### config.mk
export PLATFORM = sky130hd
export DESIGN_NAME = fetch_unit
export DESIGN_NICKNAME = d
export VERILOG_FILES = /design/src/rtl/fetch_unit_pkg.sv /design/src/rtl/if_id_reg.sv /design/src/rtl/fetch_unit.sv
export SDC_FILE = /design/constraint.sdc
export NUM_CORES = 1
export LEC_CHECK = 0
export CORE_UTILIZATION = 45
export CTS_CLUSTER_DIAMETER = 50
export DETAILED_ROUTE_END_ITERATION = 16
export PLACE_DENSITY = 0.84
export SLEW_MARGIN = 20
export SYNTH_ARGS = -nofsm -noshare
export SYNTH_HDL_FRONTEND = slang
export SYNTH_SLANG_ARGS = --single-unit
### constraint.sdc
create_clock -name clk -period 1.95 [get_ports clk]
set_input_delay 0.195 -clock clk [delete_from_list [all_inputs] [get_ports clk]]
set_output_delay 0.195 -clock clk [all_outputs]
set_load 0.005 [all_outputs]
### src/rtl/fetch_unit_pkg.sv
`default_nettype none
// ============================================================================
// Module   : fetch_unit_pkg
// Brief    : Shared constants and state encodings for the fetch stage.
// Revision : 1.0
// ============================================================================
package fetch_unit_pkg;

    localparam logic [31:0] c_RESET_PC  = 32'h0000_0000;
    localparam logic [31:0] c_NOP_INST  = 32'h0000_0013;
    localparam logic [31:0] c_WORD_INCR = 32'd4;

    localparam int          c_STATE_W   = 2;
    localparam logic [1:0]  c_ST_FETCH  = 2'd0;
    localparam logic [1:0]  c_ST_BUF    = 2'd1;
    localparam logic [1:0]  c_ST_DRAIN  = 2'd2;
    localparam logic [1:0]  c_ST_HALT   = 2'd3;

    function automatic logic [31:0] next_word(input logic [31:0] addr);
        return addr + c_WORD_INCR;
    endfunction

endpackage
`default_nettype wire

### src/rtl/if_id_reg.sv
`default_nettype none
// ============================================================================
// Module   : if_id_reg
// Brief    : Pipeline register holding instruction, PC and PC+4; flush wins.
// Revision : 1.0
// ============================================================================
module if_id_reg
    import fetch_unit_pkg::*;
#(
    parameter logic [31:0] RESET_PC = c_RESET_PC,
    parameter logic [31:0] NOP_INST = c_NOP_INST
) (
    input  logic        clk,
    input  logic        rst,
    input  logic        i_load,
    input  logic        i_flush,
    input  logic [31:0] i_inst,
    input  logic [31:0] i_pc,
    output logic [31:0] o_inst,
    output logic [31:0] o_pc,
    output logic [31:0] o_pc_plus4,
    output logic        o_valid
);

    logic [31:0] r_inst;
    logic [31:0] r_pc;
    logic [31:0] r_pc_plus4;
    logic        r_valid;

    always_ff @(posedge clk) begin
        if (rst) begin
            r_inst     <= NOP_INST;
            r_pc       <= RESET_PC;
            r_pc_plus4 <= next_word(RESET_PC);
            r_valid    <= 1'b0;
        end else if (i_flush) begin
            r_inst  <= NOP_INST;
            r_valid <= 1'b0;
        end else if (i_load) begin
            r_inst     <= i_inst;
            r_pc       <= i_pc;
            r_pc_plus4 <= next_word(i_pc);
            r_valid    <= 1'b1;
        end
    end

    assign o_inst     = r_inst;
    assign o_pc       = r_pc;
    assign o_pc_plus4 = r_pc_plus4;
    assign o_valid    = r_valid;

endmodule
`default_nettype wire

### src/rtl/fetch_unit.sv
`default_nettype none
// ============================================================================
// Module   : fetch_unit
// Brief    : femtoRV32 instruction fetch with skid buffer, drain and halt.
// Revision : 1.0
// ============================================================================
module fetch_unit
    import fetch_unit_pkg::*;
#(
    parameter logic [31:0] RESET_PC = c_RESET_PC,
    parameter logic [31:0] NOP_INST = c_NOP_INST
) (
    input  logic        clk,
    input  logic        rst,
    output logic        imem_req,
    output logic [31:0] imem_addr,
    input  logic        imem_ready,
    input  logic [31:0] imem_rdata,
    input  logic        stall,
    input  logic        redirect,
    input  logic [31:0] redirect_pc,
    input  logic        halt,
    output logic [31:0] if_inst,
    output logic [31:0] if_pc,
    output logic [31:0] if_pc_plus4,
    output logic        if_valid,
    output logic        halted
);

    logic [c_STATE_W-1:0] r_state;
    logic [31:0]          r_pc;
    logic [31:0]          r_pend_pc;
    logic                 r_halt_pending;
    logic [31:0]          r_skid_inst;

    logic [31:0]          w_target;
    logic                 w_load;
    logic                 w_flush;
    logic [31:0]          w_ld_inst;

    assign w_target = redirect_pc & ~32'd3;

    // In BUF the PC has not advanced, so the skid entry's PC is r_pc itself.
    always_comb begin
        w_load    = 1'b0;
        w_flush   = 1'b0;
        w_ld_inst = imem_rdata;
        case (r_state)
            c_ST_FETCH: begin
                if (redirect)
                    w_flush = 1'b1;
                else if (!halt && imem_ready && !stall)
                    w_load = 1'b1;
            end
            c_ST_BUF: begin
                w_ld_inst = r_skid_inst;
                if (redirect)
                    w_flush = 1'b1;
                else if (!halt && !stall)
                    w_load = 1'b1;
            end
            c_ST_DRAIN: begin
                if (redirect)
                    w_flush = 1'b1;
            end
            default: begin
                w_load  = 1'b0;
                w_flush = 1'b0;
            end
        endcase
    end

    always_ff @(posedge clk) begin
        if (rst) begin
            r_state        <= c_ST_FETCH;
            r_pc           <= RESET_PC;
            r_pend_pc      <= RESET_PC;
            r_halt_pending <= 1'b0;
            r_skid_inst    <= NOP_INST;
        end else begin
            case (r_state)
                c_ST_FETCH: begin
                    if (redirect) begin
                        r_halt_pending <= 1'b0;
                        if (imem_ready) begin
                            r_pc <= w_target;
                        end else begin
                            r_pend_pc <= w_target;
                            r_state   <= c_ST_DRAIN;
                        end
                    end else if (halt) begin
                        if (imem_ready) begin
                            r_state <= c_ST_HALT;
                        end else begin
                            r_halt_pending <= 1'b1;
                            r_state        <= c_ST_DRAIN;
                        end
                    end else if (imem_ready) begin
                        if (stall) begin
                            r_skid_inst <= imem_rdata;
                            r_state     <= c_ST_BUF;
                        end else begin
                            r_pc <= next_word(r_pc);
                        end
                    end
                end
                c_ST_BUF: begin
                    if (redirect) begin
                        r_pc    <= w_target;
                        r_state <= c_ST_FETCH;
                    end else if (halt) begin
                        r_state <= c_ST_HALT;
                    end else if (!stall) begin
                        r_pc    <= next_word(r_pc);
                        r_state <= c_ST_FETCH;
                    end
                end
                c_ST_DRAIN: begin
                    if (redirect) begin
                        r_pend_pc      <= w_target;
                        r_halt_pending <= 1'b0;
                    end else if (halt) begin
                        r_halt_pending <= 1'b1;
                    end
                    // A redirect landing on the completing cycle supplies the next PC directly.
                    if (imem_ready) begin
                        r_pc    <= redirect ? w_target : r_pend_pc;
                        r_state <= (!redirect && (halt || r_halt_pending)) ? c_ST_HALT : c_ST_FETCH;
                    end
                end
                c_ST_HALT: begin
                    r_state <= c_ST_HALT;
                end
                default: begin
                    r_state <= c_ST_FETCH;
                end
            endcase
        end
    end

    assign imem_req  = !rst && ((r_state == c_ST_FETCH) || (r_state == c_ST_DRAIN));
    assign imem_addr = r_pc;
    assign halted    = (r_state == c_ST_HALT);

    if_id_reg #(
        .RESET_PC (RESET_PC),
        .NOP_INST (NOP_INST)
    ) u_if_id (
        .clk        (clk),
        .rst        (rst),
        .i_load     (w_load),
        .i_flush    (w_flush),
        .i_inst     (w_ld_inst),
        .i_pc       (r_pc),
        .o_inst     (if_inst),
        .o_pc       (if_pc),
        .o_pc_plus4 (if_pc_plus4),
        .o_valid    (if_valid)
    );

endmodule
`default_nettype wire

* After elaboration in Yosys (flattened, before gate mapping)
Index checks and enable logic that the tools add are counted.
Cells by class: add/sub/neg operators 1, equal/unequal tests 17, muxes and demuxes 39, bitwise operators 3, reductions and logical operators 22
Operators with widths (count):
- 32-bit two-way mux | 12
- 32-bit case mux with 3 select lines | 1
- 32-bit case mux with 2 select lines | 1
- 32-bit by 3-bit adder with 32-bit output (second input constant) | 1
- 3-bit inequality test (second input constant) | 8
- 2-bit two-way mux | 10
- 1-bit two-way mux | 12
- 4-bit inequality test (second input constant) | 3
- 5-bit AND reduction | 2
- 2-bit case mux with 4 select lines | 1
- 2-bit inequality test (second input constant) | 3
- 6-bit AND reduction | 1
- 1-bit logical AND | 5
- 2-bit equality test (second input constant) | 2
- 1-bit zero test | 4
- 1-bit case mux with 2 select lines | 2
- 4-bit AND reduction | 1
- 1-bit NOT | 3
- 3-bit AND reduction | 1
- 3-bit nonzero test | 1
- 3-bit OR reduction | 1
- 2-bit by 1-bit equality test with 1-bit output (second input constant) | 1
- 2-bit zero test | 1
- 1-bit logical OR | 2
- 3 further kinds | 3
Storage, ports and cells: bits in registers 196, input port bits 70, output and inout bits 131, word-level logic and storage cells 91

* Logic depth before layout (Yosys ltp)
Gate-level depths: netlist of run 1.
depth after elaboration 7, depth in mapped cells 8, depth with buffers taken out 6

* By module
A second synthesis of run 1 with hierarchy kept.
Second synthesis, totals: cell total of the unflattened synthesis 1115, area total of the unflattened synthesis 9022.4 um^2
Modules (own cells, without submodules):
- fetch_unit | times used 1, cells each 670, area an instance 5178.7 um^2, seq. area each 1981.9 um^2
- if_id_reg | times used 1, cells each 445, area an instance 3843.7 um^2, seq. area each 1901.8 um^2

* Least setup slack after synthesis of run 1
OpenSTA, ideal clock, no wires.
kind reg2reg, from register r_pc[2] (netlist: imem_addr[2]), to register u_if_id.r_pc_plus4[26] (netlist: u_if_id.o_pc_plus4[26]), library setup time 0.080 ns, data arrival time 1.864 ns, required time 1.870 ns, path slack 0.006 ns, cell stages (with the launch flop) 8, path buffers 1, period minus slack after synthesis 1.944 ns, path through dfxtp_1 > ha_1 > nand4_2 > nor4_2 > buf_6 > nand2_1 > xor2_1 > a211oi_2
Between the ends: cells in the longest elaborated chain, start to end 1
RTL lines:
- from (decl) | RTL line fetch_unit.sv:31 | logic [31:0] r_pc;
- from (signal assigned) | RTL line fetch_unit.sv:86 | r_pc <= w_target;
- from (signal assigned) | RTL line fetch_unit.sv:103 | r_pc <= next_word(r_pc);
- from (signal assigned) | RTL line fetch_unit.sv:109 | r_pc <= w_target;
- 32-bit by 3-bit adder with 32-bit output | RTL line fetch_unit_pkg.sv:20 | return addr + c_WORD_INCR;
- to (signal assigned) | RTL line if_id_reg.sv:34 | r_pc_plus4 <= next_word(RESET_PC);
- to (signal assigned) | RTL line if_id_reg.sv:42 | r_pc_plus4 <= next_word(i_pc);
- to (decl) | RTL line if_id_reg.sv:27 | logic [31:0] r_pc_plus4;
No other way between the ends. A chain may end at the register's enable or synchronous reset.

* Final worst setup path of run 1
from register r_pc[4] (netlist: imem_addr[4]), to register u_if_id.r_pc_plus4[31] (netlist: u_if_id.o_pc_plus4[31])
The elaborated chain is that of the path after synthesis.

==> results.json, run 1 <==
{
  "initial_core_util_pct": 45.9,
  "ys.warnings.count": 0,
  "use_met2_pct": 42.7,
  "nets": 1357,
  "drtIter0Drc": 719,
  "endpoint_kind": "register",
  "fin_crit_ns": 1.87,
  "die_x_um": 140,
  "first_pass_iters": 7,
  "p_per_area_nw_per_um2": 766,
  "crit_fanout": 12,
  "crit_slowest_cell": "dfxtp_1",
  "wire_per_inst_um": 16.3,
  "relSlewSlack_pct": 64.0,
  "critPathBufInv": 2,
  "numPortBuffers": 198,
  "syn_avg_cell_area_um2": 8.00,
  "synth_area_um2": 8620,
  "drt-total-wl_um": 25000,
  "critical_path_class": "reg -> reg",
  "cts_root_buf": "clkbuf_16",
  "clk_pin_slew_ns": 0.08,
  "syn_nets": 1148,
  "crit_path_max_incr_delay_ns": 0.46,
  "rsz0062_at_grt": "yes",
  "crit_path_cell_trace": "nand3_2, nor4_4, buf_12, buf_4, nand4_2, xor2_1, a211oi_2",
  "synth-seq-cells": 194,
  "maxCapViolCount": 0,
  "grt_pass1_vias": 7943,
  "ant_nets": 0,
  "hpwl_um": 17200,
  "grt_pass1_wl_um": 39400,
  "syn_to_final_growth_pct": 39.1,
  "grt-busiest-layer": "met2",
  "clk_latency_ns": 0.44,
  "antenna_found_initial": 1,
  "nFillCells": 1528,
  "grt_start_max_net_pins": 58,
  "overflow": 0,
  "die_area_um2": 19700,
  "fmax_mhz": 533,
  "drt_drc_violations_left": 0,
  "min_path_type": "in -> reg",
  "cp_top_family": "simple AND/OR/NAND/NOR gates",
  "gp_congestion": 0.808,
  "use_met3_pct": 5.26,
  "power.leakage_nw": 4.38,
  "met1_usage_pct": 30.5,
  "grt_use_total_pct": 24.8,
  "synth.distinct_cells": 55,
  "hold_violations": 0,
  "io_pins": 201,
  "drive_gt1_share_pct": 12.3,
  "vias": 8500,
  "viasPerCell": 5.54,
  "dp.cells": 1495,
  "crit_path_start_kind": "register",
  "finalSetupViolCount": 0,
  "synth_top_flop_cell": "dfxtp_1",
  "cts_buffers": 17,
  "core_um2": 18800,
  "cts_tree": "done",
  "slew_violations": 0,
  "syn_inst": 1077,
  "synth_edf_count": 0,
  "critical_path_arrival_ns": 2.24,
  "finalNonFillerCells": 1533,
  "async_reset_ff_share_pct": 0,
  "worst_clock_skew_ns": 0.0154,
  "die_h_um": 140,
  "postCtsHoldBufs": 0,
  "tightest_slew_ns": 0.527,
  "status": "complete, no violations",
  "cp.required_ns": 2.31,
  "clk_path_buf_depth": 2,
  "insertedDiodeCount": 0,
  "placementRows": 50,
  "final.period_utilization_pct": 96.1,
  "tns_ns": 0,
  "irDropWorstVdd_mv": 0.620,
  "ys_seq_area_share_pct": 45.1,
  "power_mw": 9.18,
  "clock-sinks": 194,
  "cts-htree-levels": 4
}
cell type report:
type | count | area [um2] | share of cell area [%]
multi-input combinational | 777 | 4390 | 36.6
clock inverter | 15 | 188 | 1.57
sequential | 194 | 3890 | 32.4
clock buffer | 17 | 425 | 3.55
tap | 234 | 293 | 2.44
inverter | 9 | 33.8 | 0.282
timing repair buffer | 287 | 2780 | 23.2
flip-flops by register name, summed over array words and instances, names as in the netlist:
name	flops
r_state	2
u_if_id.o_valid	1
u_if_id.o_inst	32
r_skid_inst	32
u_if_id.o_pc_plus4	32
imem_addr	32
r_halt_pending	1
r_pend_pc	32
u_if_id.o_pc	30
synthesized netlist by cell type (all sizes together), types with 3 or more instances:
cell | number | share of area [%]
nand2 | 241 | 11
dfxtp | 194 | 45
a21oi | 128 | 7.4
nor2 | 95 | 4.1
a211oi | 68 | 6.3
clkbuf | 67 | 2.9
o21ai | 41 | 2.4
mux2i | 35 | 4.1
buf | 30 | 1.9
nor3 | 19 | 1.2
xor2 | 17 | 1.7
nand4 | 12 | 1.3
nand3 | 11 | 0.64
xnor2 | 11 | 1.1
nor3b | 10 | 0.87
inv | 9 | 0.39
nor2b | 8 | 0.58
nor4 | 8 | 0.97
nand2b | 7 | 0.51
nand3b | 6 | 0.52
a221oi | 5 | 0.51
a31oi | 5 | 0.36
and2 | 5 | 0.36
a211o | 4 | 0.41
and3 | 4 | 0.29
and4b | 4 | 0.46
o31a | 4 | 0.41
o32ai | 4 | 0.41
a21o | 3 | 0.26
or4 | 3 | 0.30
where the power goes:
part,switching (mW),internal [mW],leakage (nW)
Sequential,0.114,4.10,1.58
Clock,1.74,1.85,0.294
Combinational,0.710,0.655,2.51
Total,2.57,6.61,4.38
metal layers:
metal  wire length, um  part of all wire, %
met5                 0                    0
met4               600                  2.4
met3              1860                  7.5
met2             12100                   49
met1             10400                   42
worst paths after layout:
path / start / to / slack [ns] / cells past startpoint
max reg2reg: imem_addr[4] / u_if_id.o_pc_plus4[31] / 0.08 / 7
min reg2reg: r_pend_pc[15] / r_pend_pc[15] / 0.45 / 2
max: imem_addr[4] / u_if_id.o_pc_plus4[31] / 0.08 / 7
min: rst / r_state[1] / 0.16 / 2
stage by stage:
step | utilization, % | hold slack, ns | setup WS, ns | cell area (um2)
3_3_place_gp | 59.9 | 0.436 | 0.0186 | 11200
5_1_grt | 63.9 | 0.166 | -0.0182 | 12000
4_1_cts | 63.1 | 0.153 | 0.0389 | 11800
3_5_place_dp | 59.9 | 0.445 | -0.0227 | 11200
6_report | 63.9 | 0.156 | 0.0754 | 12000
2_1_floorplan | - | 0.319 | 0.00576 | 8620
timing repair:
action                                 CTS  global route
setup endpoints to repair                0            15
setup buffers                            0             6
endpoints found under the hold margin    0             0
resized for setup                        0            16
placed cells by master, fill, tap and decap left out, drive strengths merged, types with 2 or more instances in the layout:
cell type and count:
nor3b 10, or4 3, o32ai 4, nand3 11
a21oi 128, nor3 19, and3 4, o21ai 41
xor2 17, clkinv 5, o22ai 2, nor2 95
or3 2, nand4 12, o211ai 2, and4b 4
and2 5, a221oi 5, nor4 8, clkbuf 17
nand3b 6, a21o 3, dfxtp 194, mux2i 35
buf 91, a31oi 5, o31a 4, xnor2 11
inv 16, nand2 241, clkdlybuf4s50 196, clkinvlp 2
a22oi 2, nor2b 8, or2 2, nand2b 7
a211o 4, o31ai 2, a211oi 68
logic make-up (layout without fill, tap and decap cells):
logic type	Yosys count	count (layout)	synth area share, %
compound gates	274	274	19.5
xor+xnor	28	28	2.84
fa+ha+maj	1	1	0.145
buf+inv	106	328	5.21
flops	194	194	45.1
mux	35	35	4.06
simple gates	439	439	23.2
No activity file was read; power rests on OpenSTA's default activity.
==> inputs of run 2 (changes only) <==
--- a/config.mk
+++ b/config.mk
@@ -5,6 +5,7 @@
 export SDC_FILE = /design/constraint.sdc
 export NUM_CORES = 1
 export LEC_CHECK = 0
+export CORE_ASPECT_RATIO = 2
 export CORE_UTILIZATION = 45
 export CTS_CLUSTER_DIAMETER = 50
 export DETAILED_ROUTE_END_ITERATION = 16
==> run 2 against run 1 <==
Against the previous run: the flow now finishes with violations (setup timing); clock skew about the same; final area down 0.29%; die area up 0.17%; setup slack worse by 0.11 ns; critical path depth unchanged; clock power up 3%; critical path type unchanged; largest cell class unchanged.
==> results.json, run 2 (synthesis results as in run 1) <==
{
  "viasPerCell": 5.58,
  "wire_per_inst_um": 17.0,
  "first_pass_iters": 5,
  "p_switching_mw": 2.44,
  "grt_pass1_wl_um": 40700,
  "place_area_um2": 11200,
  "hpwl_um": 18100,
  "tightest_slew_ns": 0.611,
  "final_core_util_pct": 63.8,
  "numPortBuffers": 198,
  "p_per_area_nw_per_um2": 778,
  "maxCapViolCount": 0,
  "p_int_mw": 6.86,
  "layout_common_cells": "nand2_1 (237), clkdlybuf4s50_1 (196), dfxtp_1 (191)",
  "io_pins": 201,
  "die_x_um": 99.9,
  "crit_path_start_kind": "register",
  "die_area_um2": 19700,
  "finalInstanceArea_um2": 12000,
  "irDropWorstVdd_mv": 0.750,
  "critical_path_class": "reg -> reg",
  "antenna_found_initial": 2,
  "final_common_cell": "nand2_1",
  "worst_clock_skew_ns": 0.0150,
  "drtIter0Drc": 610,
  "endpoint_kind": "register",
  "syn_to_final_growth_pct": 38.7,
  "critical_path_arrival_ns": 2.34,
  "min_path_type": "in -> reg",
  "cts_tree": "done",
  "clk_path_buf_depth": 2,
  "cp.required_ns": 2.31,
  "finalSetupViolCount": 1,
  "cts-htree-levels": 4,
  "core_um2": 18700,
  "power_frac_comb_pct": 14.7,
  "finalWorstSetupSlack_ns": -0.0314,
  "power.leakage_nw": 4.35,
  "drt-total-wl_um": 26300,
  "final.period_utilization_pct": 102,
  "vias": 8648,
  "relSlewSlack_pct": 59.3,
  "grt_use_total_pct": 26.3,
  "slew_violations": 0,
  "nFillCells": 1550,
  "postCtsHoldBufs": 0,
  "drt_drc_violations_left": 0,
  "initial_core_util_pct": 46.0,
  "crit_fanout": 12,
  "fin_crit_ns": 1.98,
  "cts_buffers": 17,
  "drive_gt1_share_pct": 11.6,
  "clk_latency_ns": 0.44,
  "fmax_mhz": 505,
  "gp_congestion": 0.844,
  "nets": 1350,
  "placementRows": 71,
  "ant_nets": 0,
  "rsz0062_at_grt": "yes",
  "grt_pass1_vias": 8276,
  "hold_violations": 0,
  "clock-sinks": 194,
  "p_clk_share_pct": 39.9,
  "die_h_um": 198,
  "swShare_pct": 26.2,
  "clk_pin_slew_ns": 0.08,
  "grt_start_max_net_pins": 107,
  "pwr-share-seq_pct": 45.4,
  "status": "finished with violations",
  "overflow": 0,
  "cts_root_buf": "clkbuf_16",
  "violations": "setup timing"
}
[run 2: cell types whose count changed in the layout (fill, tap and decap cells not counted), sizes merged]
cell / change
buf: -7
bufinv: +2
clkbuf: +2
diode: +2
inv: -2
clkinv: -1
clkinvlp: -1
[run 2: what timing repair did]
item / CTS / global route
setup buffers: 2 / 4
endpoints found under the setup margin: 5 / 15
cloned: 0 / 0
pin swaps: 0 / 3
gates resized for setup: 1 / 9
endpoints found under the hold margin: 0 / 0
[run 2: metrics by stage]
stage / power [mW] / TNS, ns / cells / worst slack, ns / hold slack, ns
3_5_place_dp: 5.64 / -0.429 / 1509 / -0.0863 / 0.445
5_1_grt: 9.64 / -0.164 / 1549 / -0.0949 / 0.281
4_1_cts: 9.33 / 0 / 1543 / 0.00155 / 0.262
6_report: 9.30 / -0.0314 / 1549 / -0.0314 / 0.289
3_3_place_gp: 5.61 / 0 / 1509 / 0.0120 / 0.436
2_1_floorplan: 4.95 / 0 / 1077 / 0.00576 / 0.319
[run 2: layout make-up]
class	count	area [um2]	share of cell area [%]
repair buffers	280	2730	22.9
flip-flops and latches	194	3890	32.5
clock buffers	19	453	3.79
multi-input cells	777	4350	36.4
clock inverters	13	171	1.43
diodes	2	5.00	0.0419
inverters	9	33.8	0.283
well taps	255	319	2.67
[run 2: routing by layer]
metal / global-route usage, % / wire (um)
met1: 27.3 / 9330
met2: 47.5 / 13900
met3: 3.85 / 1450
met4: 18.7 / 1640
met5: 0 / 0
[run 2: path summary, 6_finish.rpt]
check | start | to | slack, ns | cells after the start
worst max-delay path | imem_addr[3] | imem_addr[25] | -0.03 | 7
worst max register to register | imem_addr[3] | imem_addr[25] | -0.03 | 7
worst min register to register | r_skid_inst[5] | r_skid_inst[5] | 0.45 | 2
worst min-delay path | rst | imem_addr[11] | 0.29 | 4
[run 2: power groups by stage]
stage / Sequential [mW] / Combinational, mW / Clock (mW)
2_1_floorplan: 4.30 / 0.654 / 0
3_3_place_gp: 4.29 / 1.31 / 0
3_5_place_dp: 4.30 / 1.34 / 0
4_1_cts: 4.21 / 1.35 / 3.76
5_1_grt: 4.23 / 1.47 / 3.93
6_report: 4.22 / 1.37 / 3.71
[run 2: worst max-delay path, cell delays in order, from the launching register on]
cell and delay, ns:
dfxtp_1 0.36, buf_4 0.17, nand2_2 0.11, nor4_4 0.33, buf_12 0.18, nand4_1 0.13
or3_1 0.43, a31oi_1 0.20
==> inputs of run 3 (changes only) <==
--- a/config.mk
+++ b/config.mk
@@ -9,6 +9,8 @@
 export CORE_UTILIZATION = 45
 export CTS_CLUSTER_DIAMETER = 50
 export DETAILED_ROUTE_END_ITERATION = 16
+export GPL_ROUTABILITY_DRIVEN = 0
+export HOLD_SLACK_MARGIN = 0.02
 export PLACE_DENSITY = 0.84
 export SLEW_MARGIN = 20
 export SYNTH_ARGS = -nofsm -noshare
==> results of run 3 <==
The final DEF is identical to that of run 2; final timing and power are the same.
